<file path="src/rtl/i2c_slave_ctrl_fsm_pkg.sv">
// Shared types and constants for the I2C target-side sequencer.
package i2c_pkg;

    localparam int unsigned I2C_BYTE_BITS  = 8;
    localparam int unsigned I2C_ADDR_W     = 7;
    localparam int unsigned I2C_BIT_CNT_W  = 4;
    localparam logic [I2C_ADDR_W-1:0] I2C_GEN_CALL_ADDR = 7'h00;

    typedef enum logic [2:0] {
        ST_IDLE,
        ST_ADDR,
        ST_AACK,
        ST_WRITE,
        ST_WACK,
        ST_READ,
        ST_RACK
    } i2c_slv_state_e;

endpackage

</file>
<file path="src/rtl/i2c_slave_ctrl_fsm_if.sv">
// Sequencer-side bus bundle: edge pulses, line samples, shift-register
// handshake and status. The gen_call signal exists only when
// I2C_SLAVE_GEN_CALL_EN is defined.
interface i2c_slave_ctrl_fsm_if #(
    parameter int unsigned BYTE_CNT_W = 8
);
    import i2c_pkg::*;

    logic                          rx_edge;
    logic                          tx_edge;
    logic                          scl_in;
    logic                          sda_in;
    logic [I2C_ADDR_W-1:0]         own_addr;
    logic [I2C_BYTE_BITS-1:0]      rx_byte;
    logic                          rx_ready;

    logic                          sda_en;
    logic                          shift_en;
    logic                          shift_load_en;
    logic                          data_load_en;
    logic                          addr_match;
    logic                          rw;
    logic                          nack_rcvd;
    logic                          start_det;
    logic                          stop_det;
    logic                          busy;
    logic [BYTE_CNT_W-1:0]         byte_cnt;
    logic [I2C_BIT_CNT_W-1:0]      bit_cnt;
`ifdef I2C_SLAVE_GEN_CALL_EN
    logic                          gen_call;
`endif

    modport slave (
        input  rx_edge, tx_edge, scl_in, sda_in, own_addr, rx_byte, rx_ready,
        output sda_en, shift_en, shift_load_en, data_load_en, addr_match, rw,
               nack_rcvd, start_det, stop_det, busy, byte_cnt, bit_cnt
`ifdef I2C_SLAVE_GEN_CALL_EN
        , output gen_call
`endif
    );

    modport master (
        output rx_edge, tx_edge, scl_in, sda_in, own_addr, rx_byte, rx_ready,
        input  sda_en, shift_en, shift_load_en, data_load_en, addr_match, rw,
               nack_rcvd, start_det, stop_det, busy, byte_cnt, bit_cnt
`ifdef I2C_SLAVE_GEN_CALL_EN
        , input gen_call
`endif
    );

endinterface

</file>
<file path="src/rtl/i2c_slave_ctrl_fsm_bus_cond_det.sv">
// START / STOP detector: SDA edge while SCL held high across two samples.
module i2c_bus_cond_det (
    input  logic pclk,
    input  logic preset,
    input  logic scl_in,
    input  logic sda_in,
    output logic start_det,
    output logic stop_det
);

    logic scl_q;
    logic sda_q;

    // Previous-cycle line samples; idle bus level after reset.
    always_ff @(posedge pclk) begin
        if (preset) begin
            scl_q <= 1'b1;
            sda_q <= 1'b1;
        end else begin
            scl_q <= scl_in;
            sda_q <= sda_in;
        end
    end

    assign start_det = scl_in & scl_q &  sda_q & ~sda_in;
    assign stop_det  = scl_in & scl_q & ~sda_q &  sda_in;

endmodule

</file>
<file path="src/rtl/i2c_slave_ctrl_fsm.sv">
// I2C target bit/byte sequencer: address match, write/read bursts, ACK
// handling. Optional general-call support under I2C_SLAVE_GEN_CALL_EN.
module i2c_slave_ctrl_fsm
    import i2c_pkg::*;
#(
    parameter int unsigned BYTE_CNT_W = 8,
    parameter int unsigned MAX_BYTES  = 0
) (
    input  logic                   pclk,
    input  logic                   preset,
    i2c_slave_ctrl_fsm_if.slave    bus
);

    localparam logic [I2C_BIT_CNT_W-1:0] BIT_FULL = I2C_BIT_CNT_W'(I2C_BYTE_BITS);

    i2c_slv_state_e             state_q, state_d;
    logic [I2C_BIT_CNT_W-1:0]   bit_cnt_q, bit_cnt_d, bit_inc_c;
    logic [BYTE_CNT_W-1:0]      byte_cnt_q, byte_cnt_d;
    logic                       addr_match_q, addr_match_d;
    logic                       rw_q, rw_d;
    logic                       ack_q, ack_d;
    logic                       rack_nack_q, rack_nack_d;
    logic                       start_det, stop_det;
    logic                       ack_ok_c, match_c;
    logic                       sda_en_c, shift_en_c, shift_load_c, data_load_c, nack_rcvd_c;
    logic [I2C_ADDR_W-1:0]      addr_c;
`ifdef I2C_SLAVE_GEN_CALL_EN
    logic                       gen_call_q, gen_call_d, gc_c;
`endif

    i2c_bus_cond_det u_cond (
        .pclk      (pclk),
        .preset    (preset),
        .scl_in    (bus.scl_in),
        .sda_in    (bus.sda_in),
        .start_det (start_det),
        .stop_det  (stop_det)
    );

    // Address decode and write-ACK qualification.
    always_comb begin
        addr_c    = bus.rx_byte[I2C_BYTE_BITS-1:1];
        bit_inc_c = (bit_cnt_q < BIT_FULL) ? bit_cnt_q + I2C_BIT_CNT_W'(1) : bit_cnt_q;
        ack_ok_c  = bus.rx_ready & ((MAX_BYTES == 0) || (32'(byte_cnt_q) < MAX_BYTES));
`ifdef I2C_SLAVE_GEN_CALL_EN
        // General call only for writes; a general-call read is never ours.
        gc_c    = (addr_c == I2C_GEN_CALL_ADDR) & ~bus.rx_byte[0];
        match_c = ((addr_c == bus.own_addr) & ~((addr_c == I2C_GEN_CALL_ADDR) & bus.rx_byte[0])) | gc_c;
`else
        match_c = (addr_c == bus.own_addr);
`endif
    end

    // Next-state, counters and strobes; STOP beats START beats bit flow.
    always_comb begin
        state_d      = state_q;
        bit_cnt_d    = bit_cnt_q;
        byte_cnt_d   = byte_cnt_q;
        addr_match_d = addr_match_q;
        rw_d         = rw_q;
        ack_d        = ack_q;
        rack_nack_d  = rack_nack_q;
        shift_en_c   = 1'b0;
        shift_load_c = 1'b0;
        data_load_c  = 1'b0;
        nack_rcvd_c  = 1'b0;
        sda_en_c     = 1'b0;
`ifdef I2C_SLAVE_GEN_CALL_EN
        gen_call_d   = gen_call_q;
`endif

        case (state_q)
            ST_AACK: sda_en_c = addr_match_q;
            ST_WACK: sda_en_c = ack_q;
            ST_READ: sda_en_c = 1'b1;
            default: sda_en_c = 1'b0;
        endcase

        if (stop_det || start_det) begin
            state_d      = stop_det ? ST_IDLE : ST_ADDR;
            bit_cnt_d    = '0;
            byte_cnt_d   = '0;
            addr_match_d = 1'b0;
`ifdef I2C_SLAVE_GEN_CALL_EN
            gen_call_d   = 1'b0;
`endif
        end else begin
            case (state_q)
                ST_ADDR: begin
                    if (bus.tx_edge) begin
                        if (bit_cnt_q == BIT_FULL) begin
                            state_d      = ST_AACK;
                            bit_cnt_d    = '0;
                            addr_match_d = match_c;
                            rw_d         = bus.rx_byte[0];
`ifdef I2C_SLAVE_GEN_CALL_EN
                            gen_call_d   = gc_c;
`endif
                        end
                    end else if (bus.rx_edge) begin
                        shift_en_c = 1'b1;
                        bit_cnt_d  = bit_inc_c;
                    end
                end
                ST_AACK: begin
                    if (bus.tx_edge) begin
                        if (!addr_match_q) begin
                            state_d = ST_IDLE;
                        end else if (rw_q) begin
                            state_d      = ST_READ;
                            shift_load_c = 1'b1;
                        end else begin
                            state_d = ST_WRITE;
                        end
                    end
                end
                ST_WRITE: begin
                    if (bus.tx_edge) begin
                        if (bit_cnt_q == BIT_FULL) begin
                            state_d     = ST_WACK;
                            bit_cnt_d   = '0;
                            data_load_c = ack_ok_c;
                            ack_d       = ack_ok_c;
                            byte_cnt_d  = byte_cnt_q + BYTE_CNT_W'(1);
                        end
                    end else if (bus.rx_edge) begin
                        shift_en_c = 1'b1;
                        bit_cnt_d  = bit_inc_c;
                    end
                end
                ST_WACK: begin
                    if (bus.tx_edge) begin
                        state_d = ack_q ? ST_WRITE : ST_IDLE;
                    end
                end
                ST_READ: begin
                    if (bus.tx_edge) begin
                        if (bit_cnt_q == BIT_FULL) begin
                            state_d     = ST_RACK;
                            bit_cnt_d   = '0;
                            rack_nack_d = 1'b0;
                            byte_cnt_d  = byte_cnt_q + BYTE_CNT_W'(1);
                        end else begin
                            shift_en_c = 1'b1;
                        end
                    end else if (bus.rx_edge) begin
                        bit_cnt_d = bit_inc_c;
                    end
                end
                ST_RACK: begin
                    if (bus.tx_edge) begin
                        if (rack_nack_q) begin
                            state_d = ST_IDLE;
                        end else begin
                            state_d      = ST_READ;
                            shift_load_c = 1'b1;
                        end
                    end else if (bus.rx_edge) begin
                        rack_nack_d = bus.sda_in;
                        nack_rcvd_c = bus.sda_in;
                    end
                end
                default: state_d = state_q;
            endcase
        end
    end

    // State and context registers.
    always_ff @(posedge pclk) begin
        if (preset) begin
            state_q      <= ST_IDLE;
            bit_cnt_q    <= '0;
            byte_cnt_q   <= '0;
            addr_match_q <= 1'b0;
            rw_q         <= 1'b0;
            ack_q        <= 1'b0;
            rack_nack_q  <= 1'b0;
`ifdef I2C_SLAVE_GEN_CALL_EN
            gen_call_q   <= 1'b0;
`endif
        end else begin
            state_q      <= state_d;
            bit_cnt_q    <= bit_cnt_d;
            byte_cnt_q   <= byte_cnt_d;
            addr_match_q <= addr_match_d;
            rw_q         <= rw_d;
            ack_q        <= ack_d;
            rack_nack_q  <= rack_nack_d;
`ifdef I2C_SLAVE_GEN_CALL_EN
            gen_call_q   <= gen_call_d;
`endif
        end
    end

    assign bus.sda_en        = sda_en_c;
    assign bus.shift_en      = shift_en_c;
    assign bus.shift_load_en = shift_load_c;
    assign bus.data_load_en  = data_load_c;
    assign bus.nack_rcvd     = nack_rcvd_c;
    assign bus.start_det     = start_det;
    assign bus.stop_det      = stop_det;
    assign bus.addr_match    = addr_match_q;
    assign bus.rw            = rw_q;
    assign bus.busy          = (state_q != ST_IDLE);
    assign bus.byte_cnt      = byte_cnt_q;
    assign bus.bit_cnt       = bit_cnt_q;
`ifdef I2C_SLAVE_GEN_CALL_EN
    assign bus.gen_call      = gen_call_q;
`endif

endmodule

</file>
<file path="src/flat_wrapper.sv">
// flat-port wrapper written by rule: the top's interface ports become plain ports
module i2c_slave_ctrl_fsm_flat import i2c_pkg::*;
#(
    parameter int unsigned BYTE_CNT_W = 8,
    parameter int unsigned MAX_BYTES  = 0
)
  (pclk, preset, bus_rx_edge, bus_tx_edge, bus_scl_in, bus_sda_in, bus_own_addr, bus_rx_byte, bus_rx_ready, bus_sda_en, bus_shift_en, bus_shift_load_en, bus_data_load_en, bus_addr_match, bus_rw, bus_nack_rcvd, bus_start_det, bus_stop_det, bus_busy, bus_byte_cnt, bus_bit_cnt);
  i2c_slave_ctrl_fsm_if #(.BYTE_CNT_W(BYTE_CNT_W)) bus_i ();
  input  logic pclk;
  input  logic preset;
  input wire logic [$bits(bus_i.rx_edge)-1:0] bus_rx_edge;
  input wire logic [$bits(bus_i.tx_edge)-1:0] bus_tx_edge;
  input wire logic [$bits(bus_i.scl_in)-1:0] bus_scl_in;
  input wire logic [$bits(bus_i.sda_in)-1:0] bus_sda_in;
  input wire logic [$bits(bus_i.own_addr)-1:0] bus_own_addr;
  input wire logic [$bits(bus_i.rx_byte)-1:0] bus_rx_byte;
  input wire logic [$bits(bus_i.rx_ready)-1:0] bus_rx_ready;
  output wire logic [$bits(bus_i.sda_en)-1:0] bus_sda_en;
  output wire logic [$bits(bus_i.shift_en)-1:0] bus_shift_en;
  output wire logic [$bits(bus_i.shift_load_en)-1:0] bus_shift_load_en;
  output wire logic [$bits(bus_i.data_load_en)-1:0] bus_data_load_en;
  output wire logic [$bits(bus_i.addr_match)-1:0] bus_addr_match;
  output wire logic [$bits(bus_i.rw)-1:0] bus_rw;
  output wire logic [$bits(bus_i.nack_rcvd)-1:0] bus_nack_rcvd;
  output wire logic [$bits(bus_i.start_det)-1:0] bus_start_det;
  output wire logic [$bits(bus_i.stop_det)-1:0] bus_stop_det;
  output wire logic [$bits(bus_i.busy)-1:0] bus_busy;
  output wire logic [$bits(bus_i.byte_cnt)-1:0] bus_byte_cnt;
  output wire logic [$bits(bus_i.bit_cnt)-1:0] bus_bit_cnt;
  assign bus_i.rx_edge = bus_rx_edge;
  assign bus_i.tx_edge = bus_tx_edge;
  assign bus_i.scl_in = bus_scl_in;
  assign bus_i.sda_in = bus_sda_in;
  assign bus_i.own_addr = bus_own_addr;
  assign bus_i.rx_byte = bus_rx_byte;
  assign bus_i.rx_ready = bus_rx_ready;
  assign bus_sda_en = bus_i.sda_en;
  assign bus_shift_en = bus_i.shift_en;
  assign bus_shift_load_en = bus_i.shift_load_en;
  assign bus_data_load_en = bus_i.data_load_en;
  assign bus_addr_match = bus_i.addr_match;
  assign bus_rw = bus_i.rw;
  assign bus_nack_rcvd = bus_i.nack_rcvd;
  assign bus_start_det = bus_i.start_det;
  assign bus_stop_det = bus_i.stop_det;
  assign bus_busy = bus_i.busy;
  assign bus_byte_cnt = bus_i.byte_cnt;
  assign bus_bit_cnt = bus_i.bit_cnt;
  i2c_slave_ctrl_fsm #(.BYTE_CNT_W(BYTE_CNT_W), .MAX_BYTES(MAX_BYTES)) u_core (.pclk(pclk), .preset(preset), .bus(bus_i));
endmodule
</file>
<file path="config.mk">
export PLATFORM = sky130hd
export DESIGN_NAME = i2c_slave_ctrl_fsm_flat
export DESIGN_NICKNAME = d
export VERILOG_FILES = /design/src/rtl/i2c_slave_ctrl_fsm_pkg.sv /design/src/rtl/i2c_slave_ctrl_fsm_if.sv /design/src/rtl/i2c_slave_ctrl_fsm_bus_cond_det.sv /design/src/rtl/i2c_slave_ctrl_fsm.sv /design/src/flat_wrapper.sv
export SDC_FILE = /design/constraint.sdc
export NUM_CORES = 1
export LEC_CHECK = 0
export ABC_CLOCK_PERIOD_IN_PS = 2000
export CAP_MARGIN = 20
export CORE_MARGIN = 2
export CORE_UTILIZATION = 55
export CTS_CLUSTER_SIZE = 16
export DETAILED_ROUTE_END_ITERATION = 10
export DONT_BUFFER_PORTS = 1
export GPL_ROUTABILITY_DRIVEN = 0
export HOLD_SLACK_MARGIN = 0.03
export PLACE_DENSITY = 0.73
export SYNTH_ARGS = -nofsm -noshare
export SYNTH_HDL_FRONTEND = slang
export SYNTH_SLANG_ARGS = --single-unit
</file>
<file path="constraint.sdc">
create_clock -name pclk -period 2 [get_ports pclk]
set_clock_uncertainty 0.2 [all_clocks]
set_input_delay 0.4 -clock pclk [delete_from_list [all_inputs] [get_ports pclk]]
set_output_delay 0.4 -clock pclk [all_outputs]
set_load 0.01 [all_outputs]
</file>
==> impl_metrics.csv <==
group,metric,value,unit
floorplanning,core,2450,um^2
routing,viasPerCell,5.99,
power_and_ir_drop,power.leakage,0.682,nW
global_route,grt_max_degree,15,
synthesis,synth_top_area_frac,0.299,
cells_and_area,area_delta_synth_final,22.1,%
placement,port_buffers,0,
floorplanning,die_h,54.6,um
sta,hold_viol_final,0,
power_and_ir_drop,power_frac_seq,0.524,
worst_setup_path,ff2ff_setup_slack,60,ps
floorplanning,initial_core_util,0.573,
worst_setup_path,critPathMaxFanout,2,
sta,fin_crit_sh,1.04,
sta,worstMarginPinSlew,405,ps
synthesis,yosysTopAreaCell,"dfxtp_1",
power_and_ir_drop,switching_power,0.238,mW
worst_setup_path,worstSetupPathType,"register to primary output",
routing,drt_iter0_drc,32,
cells_and_area,fin_cells,222,
worst_setup_path,r2r-end,"u_core.state_q[0]$_SDFFE_PP0P_",
sta,finalCriticalPeriod,2080,ps
synthesis,yosys_warnings,0,
synthesis,syn_avg_cell_area,8.38,um^2
worst_hold_path,hold_path.class,"input port to register",
synthesis,synth_area,1410,um^2
routing,wl,3500,um
clock_tree,clock_sinks,21,
cells_and_area,drive_gt1_frac,0.323,
clock_tree,path_clk_slew,120,ps
power_and_ir_drop,p_clk_frac,0.245,
floorplanning,die-area,2980,um^2
synthesis,ys_top_cells_by_area,"dfxtp_1, nor2_1, xnor2_1, mux2i_1, a21oi_1",
worst_setup_path,critPathArrivalTime,1480,ps
synthesis,ys_ff_latch,21,
global_route,grt_pass1_vias,1189,
routing,drcViolationCount,0,
routing,first_pass_iters,4,
placement,post-place-cells,210,
worst_hold_path,hold_path_end,"u_core.ack_q$_SDFFE_PP0P_",
power_and_ir_drop,powerDensity,480,nW/um^2
sta,fin_ws,-81.9,ps
clock_tree,cts-buffers-inserted,3,
sta,fin_setup_tns,-81.9,ps
global_route,grt_overflow_total,0,
outcome,status,"finished with violations",
floorplanning,chipWidth,54.6,um
routing,routedWlPerCell,15.7,um
power_and_ir_drop,switching_share,0.289,
worst_setup_path,r2r_cells,9,
worst_hold_path,min_path_cells,2,
worst_setup_path,timing.rr.start,"u_core.bus.bit_cnt[0]$_SDFFE_PP0P_",
worst_setup_path,required,1400,ps
synthesis,ys.flop_type,"dfxtp_1",
power_and_ir_drop,internal_power,0.588,mW
clock_tree,cts-root-buf,"clkbuf_4",
routing,antenna_left,0,
flow_run,maxCapViolations,0,
power_and_ir_drop,comb_power_share,0.231,
synthesis,ys_seq_area_frac,0.299,
synthesis,synth_cell_type_count,52,
cells_and_area,fin_util,0.700,
sta,slew_headroom,0.728,
worst_setup_path,endpoint_kind,"primary output",
cells_and_area,final_area,1720,um^2
placement,dp_slack,76.7,ps
synthesis,syn_inst,168,
outcome,violations,"negative setup slack",
worst_setup_path,cp-start-kind,"register",
clock_tree,clk_latency,300,ps
global_route,grt_antenna_before_repair,0,
global_route,grt_usage,0.247,
clock_tree,clockBufferDepth,2,
sta,rsz0062_at_grt,"true",
floorplanning,fp-row-count,18,
clock_tree,htreeDepth,1,
cells_and_area,final_nets,219,
synthesis,syn_nets,194,
synthesis,synth_edf_count,0,
placement,postPlaceCellArea,1550,um^2
floorplanning,io_pins,44,
sta,holdWs,39.9,ps
clock_tree,cts_tree,"built",
routing,dr_total_vias,1330,
sta,fmax,480,MHz
cells_and_area,antenna_cells,0,
placement,place_hpwl,2560,um
power_and_ir_drop,ir_drop,464,uV
global_route,grt_pass1_wl,5370,um
worst_hold_path,hold_path.startpoint,"bus_rx_ready",
sta,finalSetupViolations,1,
synthesis,async_reset_ff_frac,0,
sta,drv_slew,0,
power_and_ir_drop,power,0.826,mW
## sequential cells by signal (all words and copies together), names as in the netlist
signal,cells
u_core.u_cond.scl_q,1
u_core.rack_nack_q,1
u_core.bus.rw,1
u_core.state_q,3
u_core.u_cond.sda_q,1
u_core.bus.addr_match,1
u_core.ack_q,1
u_core.bus.bit_cnt,4
u_core.bus.byte_cnt,8
## metal layers
metal | share of wire | global-route usage | vias to the layer above | wire [um]
li1 | - | - | 651 | -
met1 | 0.40 | 0.332 | 622 | 1410
met2 | 0.52 | 0.411 | 53 | 1810
met3 | 0.075 | 0.0437 | 4 | 261
met4 | 0.0060 | 0.0542 | 0 | 21
met5 | 0 | 0 | - | 0
## cell usage in the layout (no fill, tap or decap), drive strengths merged, types with 3 or more instances in the layout
master	instances
buf	24
nor2	22
dfxtp	21
a21oi	11
nand2	9
nand3	9
xnor2	8
mux2i	6
o21ai	6
inv	6
nor3	6
xor2	6
nor4	4
ha	4
or2	3
clkbuf	3
dlygate4sd3	3
and2	3
or3	3
## Yosys cell counts, types with 3 or more instances
cell	instances
nor4_1	3
a21oi_1	11
nor2_1	21
dfxtp_1	21
o21ai_0	6
xor2_1	5
or2_2	3
ha_1	4
nor3_1	6
inv_1	6
and2_1	3
xnor2_1	8
nand2_1	9
buf_2	3
nand3_1	8
mux2i_1	6
## cell type report
cell class | instances | area [um^2]
Clock buffer | 3 | 22.5
Clock inverter | 1 | 5.00
Fill cell | 202 | 736
Inverter | 7 | 27.5
Multi-Input combinational cell | 133 | 986
Sequential cell | 21 | 430
Tap cell | 30 | 37.5
Timing Repair Buffer | 27 | 210
## timing repair
action                                  CTS  global route
buffers inserted                          3             2
gates resized for setup                  15             8
hold endpoints to repair                  6             0
pin swaps                                 6             6
hold buffers                              3             0
endpoints found under the setup margin    6            10
## how the worst max path moves through the flow
| stage | startpoint | endpoint | slack, ps | cells past startpoint |
|---|---|---|---|---|
| floorplan | u_core.bus.bit_cnt[0]$_SDFFE_PP0P_ | bus_data_load_en | 20 | 6 |
| global placement | u_core.bus.bit_cnt[0]$_SDFFE_PP0P_ | bus_data_load_en | 110 | 6 |
| detailed placement | u_core.bus.bit_cnt[0]$_SDFFE_PP0P_ | bus_data_load_en | 80 | 6 |
| CTS | u_core.bus.bit_cnt[0]$_SDFFE_PP0P_ | bus_data_load_en | -140 | 6 |
| global route | u_core.bus.bit_cnt[1]$_SDFFE_PP0P_ | bus_data_load_en | -150 | 6 |
| finish | u_core.bus.bit_cnt[0]$_SDFFE_PP0P_ | bus_data_load_en | -80 | 6 |
## power by group through the flow
stage | logic [mW] | clock network (mW) | registers (mW)
final | 0.191 | 0.202 | 0.433
after global routing | 0.208 | 0.222 | 0.435
after CTS | 0.180 | 0.207 | 0.434
after detailed placement | 0.168 | 0 | 0.443
after global placement | 0.161 | 0 | 0.442
after floorplan | 0.127 | 0 | 0.442
## worst max-delay path, stage by stage, from the launching register on
cell and delay [ps]:
dfxtp_2 350, inv_2 60, ha_4 120, and4b_4 220, and2_4 140, nand4_1 130, nor2_2 170
## logic make-up (layout without fill, tap and decap cells)
kind of cell	Yosys count	after routing	share of synthesized area
adder cells (fa/ha/maj)	4	4	0.0356
flip-flops	21	21	0.299
buffers and inverters	14	38	0.0560
XOR/XNOR	14	14	0.100
AND/OR/NAND/NOR	76	76	0.308
AO/OA/AOI/OAI	33	33	0.158
multiplexers	6	6	0.0427
Power figures use the tool's default switching activity.
